<file path="src/rtl/pc_sequencer_pkg.sv">
// ----------------------------------------------------------------------------
// pc_sequencer_pkg - shared encodings for the PC sequencer and control unit
// Rev 1.0
// ----------------------------------------------------------------------------
`default_nettype none

package pc_sequencer_pkg;

  typedef enum logic [1:0] {
    EXC_NONE   = 2'b00,
    EXC_OPCODE = 2'b01,
    EXC_OVF    = 2'b10,
    EXC_DIV0   = 2'b11
  } exc_code_t;

  typedef enum logic [1:0] {
    BR_EQ = 2'b00,
    BR_NE = 2'b01,
    BR_LE = 2'b10,
    BR_GT = 2'b11
  } branch_type_t;

  typedef enum logic [1:0] {
    ST_IDLE     = 2'b00,
    ST_EXC_ADDR = 2'b01,
    ST_EXC_WAIT = 2'b10,
    ST_EXC_LOAD = 2'b11
  } state_t;

  // Wait counter only has to hold MEM_LAT-1 for MEM_LAT in 1..3
  localparam int unsigned C_CNT_W   = 2;
  localparam logic [31:0] C_PC_STEP = 32'd4;

  // Vector for code 01 sits at base+0, 10 at base+1, 11 at base+2
  function automatic logic [31:0] vector_addr(input logic [31:0] base,
                                              input logic [1:0]  code);
    return base + {30'b0, code} - 32'd1;
  endfunction

endpackage

`default_nettype wire

</file>
<file path="src/rtl/pc_sequencer_if.sv">
// ----------------------------------------------------------------------------
// pc_sequencer_if - control/datapath bundle between control unit and sequencer
// Rev 1.0
// ----------------------------------------------------------------------------
`default_nettype none

interface pc_sequencer_if;

  logic [31:0] next_pc;
  logic        pc_write;
  logic        pc_write_cond;
  logic [1:0]  branch_type;
  logic        zero;
  logic        gt;
  logic [1:0]  exc_code;
  logic [7:0]  mem_byte;
  logic [31:0] pc;
  logic [31:0] epc;
  logic [31:0] vec_addr;
  logic        vec_sel;
  logic        busy;
  logic        exc_done;

  modport master (
    output next_pc, pc_write, pc_write_cond, branch_type, zero, gt,
           exc_code, mem_byte,
    input  pc, epc, vec_addr, vec_sel, busy, exc_done
  );

  modport slave (
    input  next_pc, pc_write, pc_write_cond, branch_type, zero, gt,
           exc_code, mem_byte,
    output pc, epc, vec_addr, vec_sel, busy, exc_done
  );

endinterface

`default_nettype wire

</file>
<file path="src/rtl/pc_sequencer_branch_cond.sv">
// ----------------------------------------------------------------------------
// branch_cond - combinational branch-condition decode from ALU flags
// Rev 1.0
// ----------------------------------------------------------------------------
`default_nettype none

module branch_cond
  import pc_sequencer_pkg::*;
(
  input  logic [1:0] branch_type,
  input  logic       zero,
  input  logic       gt,
  output logic       cond
);

  always_comb begin
    cond = 1'b0;
    case (branch_type)
      BR_EQ:   cond = zero;
      BR_NE:   cond = ~zero;
      BR_LE:   cond = ~gt;
      BR_GT:   cond = gt;
      default: cond = 1'b0;
    endcase
  end

endmodule

`default_nettype wire

</file>
<file path="src/rtl/pc_sequencer.sv">
// ----------------------------------------------------------------------------
// pc_sequencer - PC/EPC registers, branch writes and exception-entry sequencer
// Rev 1.0
// ----------------------------------------------------------------------------
`default_nettype none

module pc_sequencer
  import pc_sequencer_pkg::*;
#(
  parameter logic [31:0] RESET_PC = 32'h0000_0000,
  parameter int unsigned VEC_BASE = 253,
  parameter int unsigned MEM_LAT  = 1
) (
  input  logic          clk,
  input  logic          reset,
  pc_sequencer_if.slave bus
);

  localparam logic [C_CNT_W-1:0] C_WAIT_INIT = C_CNT_W'(MEM_LAT - 1);
  localparam logic [31:0]        C_VEC_BASE  = 32'(VEC_BASE);

  logic w_cond;
  logic w_take;

  state_t             r_state;
  logic [C_CNT_W-1:0] r_wait_cnt;
  logic [31:0]        r_pc;
  logic [31:0]        r_epc;
  logic [31:0]        r_vec_addr;
  logic               r_vec_sel;
  logic               r_busy;
  logic               r_exc_done;

  branch_cond u_branch_cond (
    .branch_type (bus.branch_type),
    .zero        (bus.zero),
    .gt          (bus.gt),
    .cond        (w_cond)
  );

  assign w_take = bus.pc_write | (bus.pc_write_cond & w_cond);

  // Status outputs are registered alongside the state so they always match
  // a pure decode of the state they accompany.
  always_ff @(posedge clk or negedge reset) begin
    if (!reset) begin
      r_state    <= ST_IDLE;
      r_wait_cnt <= '0;
      r_pc       <= RESET_PC;
      r_epc      <= 32'h0;
      r_vec_addr <= 32'h0;
      r_vec_sel  <= 1'b0;
      r_busy     <= 1'b0;
      r_exc_done <= 1'b0;
    end else begin
      r_exc_done <= 1'b0;
      case (r_state)
        ST_IDLE: begin
          if (bus.exc_code != EXC_NONE) begin
            // Exception wins over any PC write presented on the same edge
            r_epc      <= r_pc - C_PC_STEP;
            r_vec_addr <= vector_addr(C_VEC_BASE, bus.exc_code);
            r_vec_sel  <= 1'b1;
            r_busy     <= 1'b1;
            r_state    <= ST_EXC_ADDR;
          end else if (w_take) begin
            r_pc <= bus.next_pc;
          end
        end
        ST_EXC_ADDR: begin
          r_wait_cnt <= C_WAIT_INIT;
          r_state    <= ST_EXC_WAIT;
        end
        ST_EXC_WAIT: begin
          if (r_wait_cnt == '0) begin
            r_vec_sel  <= 1'b0;
            r_exc_done <= 1'b1;
            r_state    <= ST_EXC_LOAD;
          end else begin
            r_wait_cnt <= r_wait_cnt - 1'b1;
          end
        end
        ST_EXC_LOAD: begin
          r_pc    <= {24'b0, bus.mem_byte};
          r_busy  <= 1'b0;
          r_state <= ST_IDLE;
        end
        default: begin
          r_vec_sel <= 1'b0;
          r_busy    <= 1'b0;
          r_state   <= ST_IDLE;
        end
      endcase
    end
  end

  assign bus.pc       = r_pc;
  assign bus.epc      = r_epc;
  assign bus.vec_addr = r_vec_addr;
  assign bus.vec_sel  = r_vec_sel;
  assign bus.busy     = r_busy;
  assign bus.exc_done = r_exc_done;

endmodule

`default_nettype wire
</file>
<file path="src/flat_wrapper.sv">
// flat-port wrapper written by rule: the top's interface ports become plain ports
module pc_sequencer_flat import pc_sequencer_pkg::*;
#(
  parameter logic [31:0] RESET_PC = 32'h0000_0000,
  parameter int unsigned VEC_BASE = 253,
  parameter int unsigned MEM_LAT  = 1
)
  (clk, reset, bus_next_pc, bus_pc_write, bus_pc_write_cond, bus_branch_type, bus_zero, bus_gt, bus_exc_code, bus_mem_byte, bus_pc, bus_epc, bus_vec_addr, bus_vec_sel, bus_busy, bus_exc_done);
  pc_sequencer_if bus_i ();
  input  logic clk;
  input  logic reset;
  input wire logic [$bits(bus_i.next_pc)-1:0] bus_next_pc;
  input wire logic [$bits(bus_i.pc_write)-1:0] bus_pc_write;
  input wire logic [$bits(bus_i.pc_write_cond)-1:0] bus_pc_write_cond;
  input wire logic [$bits(bus_i.branch_type)-1:0] bus_branch_type;
  input wire logic [$bits(bus_i.zero)-1:0] bus_zero;
  input wire logic [$bits(bus_i.gt)-1:0] bus_gt;
  input wire logic [$bits(bus_i.exc_code)-1:0] bus_exc_code;
  input wire logic [$bits(bus_i.mem_byte)-1:0] bus_mem_byte;
  output wire logic [$bits(bus_i.pc)-1:0] bus_pc;
  output wire logic [$bits(bus_i.epc)-1:0] bus_epc;
  output wire logic [$bits(bus_i.vec_addr)-1:0] bus_vec_addr;
  output wire logic [$bits(bus_i.vec_sel)-1:0] bus_vec_sel;
  output wire logic [$bits(bus_i.busy)-1:0] bus_busy;
  output wire logic [$bits(bus_i.exc_done)-1:0] bus_exc_done;
  assign bus_i.next_pc = bus_next_pc;
  assign bus_i.pc_write = bus_pc_write;
  assign bus_i.pc_write_cond = bus_pc_write_cond;
  assign bus_i.branch_type = bus_branch_type;
  assign bus_i.zero = bus_zero;
  assign bus_i.gt = bus_gt;
  assign bus_i.exc_code = bus_exc_code;
  assign bus_i.mem_byte = bus_mem_byte;
  assign bus_pc = bus_i.pc;
  assign bus_epc = bus_i.epc;
  assign bus_vec_addr = bus_i.vec_addr;
  assign bus_vec_sel = bus_i.vec_sel;
  assign bus_busy = bus_i.busy;
  assign bus_exc_done = bus_i.exc_done;
  pc_sequencer #(.RESET_PC(RESET_PC), .VEC_BASE(VEC_BASE), .MEM_LAT(MEM_LAT)) u_core (.clk(clk), .reset(reset), .bus(bus_i));
endmodule
</file>
<file path="config.mk">
export PLATFORM = sky130hd
export DESIGN_NAME = pc_sequencer_flat
export DESIGN_NICKNAME = d
export VERILOG_FILES = /design/src/rtl/pc_sequencer_pkg.sv /design/src/rtl/pc_sequencer_if.sv /design/src/rtl/pc_sequencer_branch_cond.sv /design/src/rtl/pc_sequencer.sv /design/src/flat_wrapper.sv
export SDC_FILE = /design/constraint.sdc
export NUM_CORES = 1
export LEC_CHECK = 0
export BUFFER_PORTS_ARGS = -buffer_cell sky130_fd_sc_hd__buf_2
export CAP_MARGIN = 5
export CORE_ASPECT_RATIO = 0.6
export CORE_MARGIN = 2
export CORE_UTILIZATION = 34
export DETAILED_ROUTE_END_ITERATION = 7
export HOLD_SLACK_MARGIN = 0.02
export PLACE_DENSITY_LB_ADDON = 0.05
export SETUP_SLACK_MARGIN = 0.1
export SLEW_MARGIN = 20
export SYNTH_ARGS = -nofsm -noshare
export SYNTH_HDL_FRONTEND = slang
export SYNTH_SLANG_ARGS = --single-unit
</file>
<file path="constraint.sdc">
create_clock -name clk -period 5.9 [get_ports clk]
set_input_delay 0.59 -clock clk [delete_from_list [all_inputs] [get_ports clk]]
set_output_delay 0.59 -clock clk [all_outputs]
set_load 0.05 [all_outputs]
</file>
==> impl_results.md, run 1 <==
* Outcome: finished, final reports clean
* Per-cell via count in the routed design at roughly 4.4
* Arrival time at the worst endpoint at slightly below 3 ns
* EDFF count, synth at 0
* Ant diodes at 0
* Register-to-register path setup slack at between 3 and 4 ns
* Upper clock frequency limit at 0.373 GHz
* CP Data Required Time at just over 6 ns
* Clock latency on the worst-skew pair at 0.34 ns
* Final clock period utilization by the worst path at 0.454
* Site row count at 30
* Met3 usage at 0.0596
* Placeable core region at about 11,000 um^2
* Tmin final at 2.68 ns
* Stages on worst setup path at 8
* Total wirelength of the detailed-routed design at about 9400 um
* Clock buffer count from CTS at 9
* Average wire per cell in the routed design at ~14 um
* Growth of design area from synthesis to finish at 25.1%
* Number of hold violations in the final report at 0
* Clock Sink Count at just under 80
* Setup crit start kind: register
* Wire length of the first global-routing pass at 15,200 um
* Peak-usage layer in the global routing report: met1
* Detailed-router iteration count before antenna repair at 4
* Syn Std Cell Area at 4000 um^2
* Most common library cell in the layout ignoring fill and taps: sky130_fd_sc_hd__buf_2
* Met1 Resource Use GR at 0.231
* Largest net degree at the start of global routing at 78
* Ordered cell list for the critical path: inv_1, ha_1, nand2b_2, buf_4, nand2b_1, a31oi_4, buf_4, mux2_2
* Total instance count after detailed placement at 648
* Setup repair after global routing missed its margin: false
* Top-level port count at 149
* Transition time at the pin with the least slew margin at 0.709 ns
* Initial DRC count at 83
* Share of synthesized flip-flops with an asynchronous set or reset at 1.00
* Sum Neg Setup Slack at 0 ns
* Count of state elements after synthesis at 77
* H-tree lvl count at 3
* Starting Density at 0.352
* Number of antenna violations at the first check in global routing at 0
* CTS tree: yes
* Total routing resource utilization after global routing at 0.159
* Area enclosed by the die boundary at around 13,000 um^2
* Gpl congestion at between 0.7 and 0.8
* Setup Buffers After CTS at 0
* Clock skew after layout at ~0.0037 ns
* Final-stage net count at 558
* Yosys cell types at 40
* DRC violations left at 0
* Count of non-filler cells in the finished layout at about 660
* Post_cts resized at 0
* Master cell of the clock root buffer: sky130_fd_sc_hd__clkbuf_16
* Worst flop-to-flop path startpoint: u_core.r_state[0]
* Leading register cell type out of synthesis: sky130_fd_sc_hd__dfrtp_1
* Family with the most delay on the worst path: buffers and inverters
* CP bufs+invs at 3
* Worst setup startpoint: u_core.r_state[0]
* Crit. End Element: register
* Clk pin slew, worst setup/hold paths at 0.06 ns
* Die X-Extent at around 140 um
* Max-cap violation count at 0
* Cells after Synth at ~380
* # hold bufs at CTS at 0
* Capturing instance or port of the critical path: u_core.bus.pc[7]
* Syn_area_per_cell at about 11 um^2
* Largest buffer count on any clock path at 2
* Share of post-route cells with drive strength above 1 at 0.379
* GR Layer Usage met2 at 0.223
* Slew margin rel. at 0.527
* Dominant cell type by count on the critical path: sky130_fd_sc_hd__buf_4
* Height of the die at between 80 and 90 um
* Final ANT Viol Nets at 0
* Number of setup violations in the final report at 0
* Critical path start-end classification: reg2reg
* Number of warnings reported in the yosys synthesis log at 0
* Share of synthesized area occupied by flip-flops and latches at 0.481
* Number of port buffers at about 130
* GRT Residual Overflow at 0
* Cell with the largest stage delay on the worst path: sky130_fd_sc_hd__buf_4
* R2r endpoint: u_core.bus.pc[7]
* Number of global-route vias before repair at roughly 3,000
* Number of cells on the worst reg-to-reg path at 8
* Final HPWL from detailed placement at between 6000 and 7000 um
* Worst hold path type: in2async
* Final max-slew violation count at 0
* Crit-path max FO at a little over 70
* Highest cell delay on the worst timing path at between 0.5 and 0.6 ns
* Via count at 2,937
* Highest-count cells in the layout ignoring fill and taps: sky130_fd_sc_hd__buf_2 (126), sky130_fd_sc_hd__dfrtp_1 (77), sky130_fd_sc_hd__nand2_1 (42)
[cell usage after synthesis (all sizes together), types with 6 or more instances]
cell	count	area, um^2
nor2	9	33.8
clkbuf	10	37.5
xnor2	22	193
nor3	14	70.1
nor2b	25	156
buf	33	244
nand2b	6	37.5
xor2	7	61.3
ha	9	113
mux2	39	439
nor4	9	71.3
inv	12	45.0
dfrtp	77	1930
o21ai	36	180
nand2	42	158
[cell families after synthesis]
logic type                 Yosys count  synth area share
adders and majority gates            9            0.0281
and+or+nand+nor                    119             0.158
other                                1          0.000937
AOI/OAI and AO/OA                   47            0.0641
xor gates and xnor gates            29            0.0634
DFF                                 77             0.481
buffers and inverters               55            0.0816
muxes                               44             0.122
[worst reg2reg max path: cells and delay by family, from the launching register on]
family                     cells  cell delay [ns]
adders and majority gates      1             0.30
muxes                          1             0.41
DFF                            1             0.39
and+or+nand+nor                2             0.29
AOI/OAI and AO/OA              1             0.16
buffers and inverters          3             1.02
[registers in the layout, indices dropped and copies added (netlist names)]
name                 cells
u_core.bus.epc          32
u_core.bus.pc           32
u_core.bus.vec_addr      6
u_core.r_state           2
u_core.r_wait_cnt        2
u_core.bus.busy          1
u_core.bus.exc_done      1
u_core.bus.vec_sel       1
[layer usage]
layer  wire, um  up-vias  part of all wire
met5          0        -                 0
met4         80        0            0.0085
met3        682        8             0.073
met2       3720       98              0.40
met1       4900     1355              0.52
li1           -     1476                 -
[final cells by class]
class	count	area, um^2
inverters	12	45.0
well taps	160	200
clock buffers	13	260
multi-input cells	269	1840
flip-flops and latches	77	1930
repair buffers	130	664
clock inverters	3	67.6
fillers	1109	6370
[how the worst min path moves through the flow]
| stage | slack (ns) | start | endpoint |
|---|---|---|---|
| CTS | 0.47 | reset | u_core.r_wait_cnt[1] |
| floorplan | 0.29 | reset | u_core.bus.busy |
| global route | 0.35 | reset | u_core.r_wait_cnt[1] |
| detailed placement | 0.46 | u_core.bus.epc[28] | u_core.bus.epc[28] |
| finish | 0.27 | reset | u_core.r_wait_cnt[1] |
| global placement | 0.46 | u_core.bus.epc[21] | u_core.bus.epc[21] |
[through the flow]
stage,util,area [um^2],worst slack [ns],hold slack [ns]
3_5_place_dp,0.411,4680,2.86,0.464
2_1_floorplan,-,4080,3.75,0.294
6_report,0.440,5010,3.22,0.273
3_3_place_gp,0.411,4680,2.93,0.458
4_1_cts,0.440,5000,3.18,0.466
5_1_grt,0.440,5010,3.01,0.348
Power of run 1 is not shown: default switching activity piles up to over one toggle a cycle in this logic, so the estimate is an artifact.
==> inputs of run 2 (changes only) <==
- ABC_AREA: unset -> 1
- clock period: 5.9 -> 2.4 ns (I/O delays scaled with it)
==> run 2 against run 1 <==
Critical path depth up 1. Highest routed layer unchanged. Non-clock buffer count up 5. Area after synthesis up 6.5%.
==> impl_results.md, run 2 <==
* Outcome: finished, final reports clean
* Top-level port count at 149 (unchanged)
* Largest buffer count on any clock path at 2 (unchanged)
* Ordered cell list for the critical path: inv_1, ha_1, inv_1, nor2_2, nor2_2, nand2_2, buf_4, nand2_1, o21ai_2
* Share of synthesized area occupied by flip-flops and latches at 0.452 (-0.0292)
* Metal1 wirelength at 6920 um (+41%)
* Number of warnings reported in the yosys synthesis log at 0 (unchanged)
* Syn Std Cell Area at 4260 um^2 (+6.5%)
* Growth of design area from synthesis to finish at 22.4%
* Initial DRC count at 268 (+220%)
* Hold Path Sink: u_core.bus.pc[19]
* Met3 Routed Length at 720 um (+5.6%)
* Family with the most delay on the worst path: simple AND/OR/NAND/NOR gates
* Most numerous cell in the Yosys netlist: sky130_fd_sc_hd__nand2_1
* Site row count at 31 (+3.3%)
* Post-synth top cells: sky130_fd_sc_hd__nand2_1 (189), sky130_fd_sc_hd__dfrtp_1 (77), sky130_fd_sc_hd__nor2_1 (59)
* Total routing resource utilization after global routing at 0.188 (+0.0291)
* Setup repair after global routing missed its margin: false
* CP Data Required Time at 2.66 ns (-3.46 ns)
* Total wirelength of the detailed-routed design at 12,300 um (+31%)
* Height of the die at 90.7 um (+3.0%)
* Number of cells on the worst reg-to-reg path at 9 (+1)
* R2r endpoint: u_core.bus.pc[23]
* DRC violations left at 0 (unchanged)
* EDFF count, synth at 0 (unchanged)
* Master cell of the clock root buffer: sky130_fd_sc_hd__clkbuf_16
* Crit. End Element: register
* Clock skew after layout at 0.00629 ns (+0.00261 ns)
* Placeable core region at 12,100 um^2 (+6.7%)
* Average wire per cell in the routed design at 14.5 um (+2.8%)
* Count of state elements after synthesis at 77 (unchanged)
* Wire length of the first global-routing pass at 19,300 um (+27%)
* Leading area contributor after synthesis: sky130_fd_sc_hd__dfrtp_1
* Clock buffer count from CTS at 9 (unchanged)
* Hold wc startpoint: bus_next_pc[19]
* Slew margin rel. at 0.384 (-0.143)
* Cells after Synth at 552 (+45%)
* Register-to-register path setup slack at 0.48 ns (-2.74 ns)
* Max-cap violation count at 0 (unchanged)
* Stages on worst setup path at 9 (+1)
* Final-stage net count at 734 (+32%)
* Ant diodes at 0 (unchanged)
* CP bufs+invs at 3 (unchanged)
* Fillers at 1,261 (+14%)
* Share of synthesized flip-flops with an asynchronous set or reset at 1.00 (unchanged)
* Yosys cell types at 26 (-35%)
* Largest net degree at the start of global routing at 78 (unchanged)
* Clk pin slew, worst setup/hold paths at 0.05 ns (about the same)
* Number of global-route vias before repair at 3,544 (+21%)
* Number of port buffers at 127 (unchanged)
* Share of post-route cells with drive strength above 1 at 0.270 (-0.109)
* Area enclosed by the die boundary at 13,500 um^2 (+6.2%)
* Detailed-router iteration count before antenna repair at 5 (+1)
* CTS tree: yes
* Transition time at the pin with the least slew margin at 0.923 ns (+0.213 ns)
* Multi-input logic area at 1970 um^2 (+7.1%)
* Worst Hold Depth at 3
* Highest cell delay on the worst timing path at 0.41 ns (-0.11 ns)
* Tmin final at 1.92 ns (-0.762 ns)
* H-tree lvl count at 3 (unchanged)
* Worst hold path type: in2reg
* Arrival time at the worst endpoint at 2.18 ns (-0.72 ns)
* Number of antenna violations at the first check in global routing at 0 (unchanged)
* Setup crit start kind: register
* Final clock period utilization by the worst path at 0.798 (+0.344)
* Per-cell via count in the routed design at 4.51 (+1.9%)
* Die X-Extent at 149 um (+3.1%)
* Sum Neg Setup Slack at 0 ns (unchanged)
* Setup Buffers After CTS at 0 (unchanged)
* Final ANT Viol Nets at 0 (unchanged)
* Most area-consuming cells after synthesis: sky130_fd_sc_hd__dfrtp_1 (45%), sky130_fd_sc_hd__nand2_1 (17%), sky130_fd_sc_hd__nor2_1 (5.2%), sky130_fd_sc_hd__buf_4 (4.6%), sky130_fd_sc_hd__nand3_1 (3.9%)
* Via count at 3,804 (+30%)
* Critical path start-end classification: reg2reg
* Leading register cell type out of synthesis: sky130_fd_sc_hd__dfrtp_1
* Number of hold violations in the final report at 0 (unchanged)
* Area share of the leading cell type in the synthesized netlist at 0.452 (-0.0292)
* Highest-count cells in the layout ignoring fill and taps: sky130_fd_sc_hd__nand2_1 (189), sky130_fd_sc_hd__buf_2 (126), sky130_fd_sc_hd__dfrtp_1 (77)
* Number of setup violations in the final report at 0 (unchanged)
* Area of all sequential standard cells at 1930 um^2 (unchanged)
* Crit-path max FO at 29 (-59%)
* Worst flop-to-flop path startpoint: u_core.r_state[1]
* Cell with the largest stage delay on the worst path: sky130_fd_sc_hd__dfrtp_1
* Final max-slew violation count at 0 (unchanged)
* Upper clock frequency limit at 0.522 GHz (+40%)
* Clock Sink Count at 77 (unchanged)
* Most common library cell in the layout ignoring fill and taps: sky130_fd_sc_hd__nand2_1
* Routed length on met2 at 4510 um (+21%)
* Gpl congestion at 0.852 (+14%)
* Syn_area_per_cell at 7.72 um^2 (-27%)
* GRT Residual Overflow at 0 (unchanged)
* DR top layer: met4
* Clock latency on the worst-skew pair at 0.33 ns (about the same)
* Final HPWL from detailed placement at 9450 um (+42%)
* Starting Density at 0.351 (-0.000907)
==> run 2: changes by cell type after synthesis, sizes merged, moves of 6 or more <==
cell,previous run,this run
o21ai,36,47
nand2,42,199
a31oi,1,7
nor4,9,0
inv,12,36
nand2b,6,0
o21bai,0,6
xnor2,22,3
nand3,2,33
nor2,9,64
mux2,39,0
nor3,14,2
nor2b,25,0
==> run 2: worst register-to-register path, cell delays in order (launching register included) <==
cell and delay (ns):
sky130_fd_sc_hd__dfrtp_1 0.41, sky130_fd_sc_hd__inv_1 0.10, sky130_fd_sc_hd__ha_1 0.19, sky130_fd_sc_hd__inv_1 0.08, sky130_fd_sc_hd__nor2_2 0.26, sky130_fd_sc_hd__nor2_2 0.16, sky130_fd_sc_hd__nand2_2 0.10, sky130_fd_sc_hd__buf_4 0.34
sky130_fd_sc_hd__nand2_1 0.14, sky130_fd_sc_hd__o21ai_2 0.07
==> run 2: layout make-up <==
type                       instances  area share
multi-input combinational        416       0.379
sequential                        77       0.369
timing repair buffer             135       0.137
clock buffer                      13      0.0480
tap                              165      0.0396
inverter                          36      0.0259
clock inverter                     2     0.00192
==> run 2: cells by family (layout without fill, tap and decap cells) <==
kind of cell | Yosys count | in the layout | share of synthesized area
simple gates | 312 | 312 | 0.302
compound gates | 65 | 65 | 0.0977
xor+xnor | 9 | 9 | 0.0185
buf+inv | 79 | 186 | 0.102
fa+ha+maj | 9 | 9 | 0.0264
flops | 77 | 77 | 0.452
other cells | 1 | 21 | 0.000880
==> run 2: timing repair <==
item / in CTS / in global routing
endpoints found under the hold margin: 77 / 0
gates resized for setup: 0 / 0
hold buffers: 1 / 0
==> run 2: layer usage <==
layer / track usage / up-vias
li1: - / 1949
met1: 0.310 / 1708
met2: 0.240 / 137
met3: 0.0379 / 10
met4: 0.0508 / 0
met5: 0 / -
==> run 2: worst max-delay path by stage <==
stage	endpoint	from
final	u_core.bus.pc[23]	u_core.r_state[1]
after global routing	u_core.bus.epc[21]	u_core.bus.pc[11]
after CTS	u_core.bus.pc[23]	u_core.r_state[1]
after detailed placement	u_core.bus.pc[23]	u_core.r_state[0]
after global placement	u_core.bus.epc[21]	u_core.bus.pc[12]
after floorplan	u_core.bus.epc[16]	u_core.bus.pc[2]
==> run 2: stage by stage <==
step	setup slack (ns)	hold slack, ns	std cells	instance area, um^2	utilization
after floorplan	0.733	-0.0556	572	4340	-
after global placement	0.555	0.291	828	4950	0.407
after detailed placement	0.510	0.303	828	4950	0.407
after CTS	0.487	0.143	844	5220	0.430
after global routing	0.269	0.160	844	5220	0.430
final	0.485	0.152	844	5220	0.430
Power of run 2 is left out for the same reason.
==> inputs of run 3 (changes only) <==
- ABC_AREA: 1 -> 0
- clock period: 2.4 -> 2 ns (I/O delays scaled with it)
==> run 3 against run 2 <==
Hold slack improved by 0.027 ns. Core utilization rose by 6.1 points. Register-to-register slack got worse by 0.39 ns. Maximum frequency rose by 0.33%. Global-route usage fell by 1.5 points. Setup slack got worse by 0.39 ns. Cell area rose by 7.1%. Clock skew barely moved. First-iteration DRC count fell by 62%. Non-clock buffer count rose by 32. Critical path depth fell by 1. Die area fell by 5.9%. Critical path type unchanged. Largest cell class unchanged.
==> impl_results.md, run 3 (same netlist as run 1, synthesis figures left out) <==
* Highest cell delay on the worst timing path at 0.40 ns (about the same)
* Multi-input logic area at 1990 um^2 (+0.70%)
* Starting Density at 0.352 (+0.000907)
* Final ANT Viol Nets at 0 (unchanged)
* Site row count at 30 (-3.2%)
* Hold Path Sink: u_core.bus.pc[2]
* Area enclosed by the die boundary at 12,700 um^2 (-5.9%)
* Die X-Extent at 144 um (-3.0%)
* CP bufs+invs at 4 (+1)
* Fillers at 1,090 (-14%)
* Wire length of the first global-routing pass at 16,500 um (-15%)
* Area of all sequential standard cells at 1940 um^2 (+0.65%)
* Number of setup violations in the final report at 0 (unchanged)
* Via count at 3,135 (-18%)
* Final HPWL from detailed placement at 7110 um (-25%)
* Initial DRC count at 101 (-62%)
* Crit-path max FO at 8 (-72%)
* GRT Residual Overflow at 0 (unchanged)
* Crit. End Element: register
* Clock Sink Count at 77 (unchanged)
* Critical path start-end classification: reg2reg
* Total routing resource utilization after global routing at 0.173 (-0.0150)
* Ant diodes at 0 (unchanged)
* Hold wc startpoint: bus_next_pc[2]
* Largest buffer count on any clock path at 2 (unchanged)
* Placeable core region at 11,400 um^2 (-6.3%)
* Clock buffer count from CTS at 9 (unchanged)
* Largest net degree at the start of global routing at 71 (-9.0%)
* Cell with the largest stage delay on the worst path: sky130_fd_sc_hd__dfrtp_1
* Worst flop-to-flop path startpoint: u_core.r_state[0]
* Number of hold violations in the final report at 0 (unchanged)
* Slew margin rel. at 0.661 (+0.277)
* H-tree lvl count at 3 (unchanged)
* DRC violations left at 0 (unchanged)
* Sum Neg Setup Slack at 0 ns (unchanged)
* Gpl congestion at 0.744 (-13%)
* Worst Hold Depth at 3 (unchanged)
* Number of port buffers at 127 (unchanged)
* CP Data Required Time at 2.22 ns (-0.44 ns)
* Dominant cell type by count on the critical path: sky130_fd_sc_hd__buf_6
* R2r endpoint: u_core.bus.pc[1]
* Number of cells on the worst reg-to-reg path at 8 (-1)
* Per-cell via count in the routed design at 4.47 (-0.77%)
* Average wire per cell in the routed design at 15.1 um (+3.7%)
* Final-stage net count at 595 (-19%)
* Setup repair after global routing missed its margin: true
* Outcome: finished, final reports clean
* Transition time at the pin with the least slew margin at 0.508 ns (-0.415 ns)
* Most common library cell in the layout ignoring fill and taps: sky130_fd_sc_hd__buf_2
* Master cell of the clock root buffer: sky130_fd_sc_hd__clkbuf_16
* Upper clock frequency limit at 0.524 GHz (+0.33%)
* Stages on worst setup path at 8 (-1)
* Worst hold path type: in2reg
* Final clock period utilization by the worst path at 0.955 (+0.157)
* Height of the die at 88.1 um (-3.0%)
* Setup crit start kind: register
* CTS tree: yes
* Number of antenna violations at the first check in global routing at 0 (unchanged)
* Number of global-route vias before repair at 3,003 (-15%)
* Max-cap violation count at 0 (unchanged)
* Clk pin slew, worst setup/hold paths at 0.06 ns (about the same)
* Ordered cell list for the critical path: inv_2, ha_4, nand2b_4, a31oi_4, buf_6, buf_6, buf_16, mux2_4
* Highest-count cells in the layout ignoring fill and taps: sky130_fd_sc_hd__buf_2 (126), sky130_fd_sc_hd__dfrtp_1 (67), sky130_fd_sc_hd__nand2_1 (42)
* Share of post-route cells with drive strength above 1 at 0.466 (+0.196)
* Top-level port count at 149 (unchanged)
* Register-to-register path setup slack at 0.09 ns (-0.39 ns)
* Growth of design area from synthesis to finish at 39.5%
* Family with the most delay on the worst path: buffers and inverters
* Detailed-router iteration count before antenna repair at 4 (-1)
* Total wirelength of the detailed-routed design at 10,600 um (-14%)
* Clock latency on the worst-skew pair at 0.34 ns (about the same)
* Clock skew after layout at 0.00655 ns (+0.000257 ns)
* Tmin final at 1.91 ns (-0.00624 ns)
* Final max-slew violation count at 0 (unchanged)
* Arrival time at the worst endpoint at 2.12 ns (-0.06 ns)
-- run 3: changes by cell type in the layout (fill, tap and decap cells not counted), sizes merged, moves of 12 or more --
cell / previous run / this run
nand2: 199 / 42
nor2: 64 / 9
mux2: 0 / 39
buf: 134 / 166
nand3: 33 / 2
nor2b: 0 / 25
inv: 36 / 12
xnor2: 3 / 22
nor3: 2 / 14
-- run 3: what timing repair did --
item / 4_1_cts / 5_1_grt
setup buffers: 11 / 2
cloned: 2 / 0
hold buffers: 1 / 0
endpoints found under the hold margin: 34 / 0
endpoints found under the setup margin: 25 / 34
resized for setup: 11 / 20
pin swaps: 1 / 2
-- run 3: layout make-up --
| cell class | count | share of cell area |
|---|---|---|
| Tap cell | 160 | 0.0358 |
| Timing Repair Buffer | 167 | 0.192 |
| Clock inverter | 6 | 0.0199 |
| Multi-Input combinational cell | 269 | 0.356 |
| Clock buffer | 10 | 0.0410 |
| Inverter | 12 | 0.00806 |
| Sequential cell | 77 | 0.347 |
-- run 3: tightest hold or removal path, stage by stage --
cell	delay (ns)
sky130_fd_sc_hd__buf_2	0.07
sky130_fd_sc_hd__mux2i_1	0.06
sky130_fd_sc_hd__mux2i_1	0.12
-- run 3: layer usage --
metal | vias up | track usage | wire length, um
met5 | - | 0 | 0
met4 | 0 | 0.0455 | 71
met3 | 8 | 0.0519 | 663
met2 | 96 | 0.241 | 4320
met1 | 1484 | 0.260 | 5510
li1 | 1547 | - | -
-- run 3: metrics by stage --
step                      hold WS (ns)  cells   util  setup slack, ns  instance area, um^2
after floorplan                -0.0956    401      -           0.0391                 4130
after global placement           0.215    670  0.432           0.0898                 4910
after detailed placement         0.209    670  0.432           0.0929                 4910
after CTS                        0.174    700  0.483            0.106                 5490
after global routing             0.212    701  0.491           0.0450                 5590
final                            0.180    701  0.491           0.0908                 5590
-- run 3: how the worst max path moves through the flow --
stage / start / endpoint / slack, ns
2_1_floorplan: u_core.bus.pc[27] / u_core.bus.epc[31] / 0.04
3_5_place_dp: u_core.r_state[0] / u_core.bus.pc[8] / 0.09
5_1_grt: u_core.r_state[1] / u_core.bus.pc[30] / 0.05
3_3_place_gp: u_core.r_state[0] / u_core.bus.pc[26] / 0.09
4_1_cts: u_core.r_state[0] / u_core.bus.pc[27] / 0.11
6_report: u_core.r_state[0] / u_core.bus.pc[1] / 0.09
Power of run 3 is left out for the same reason.
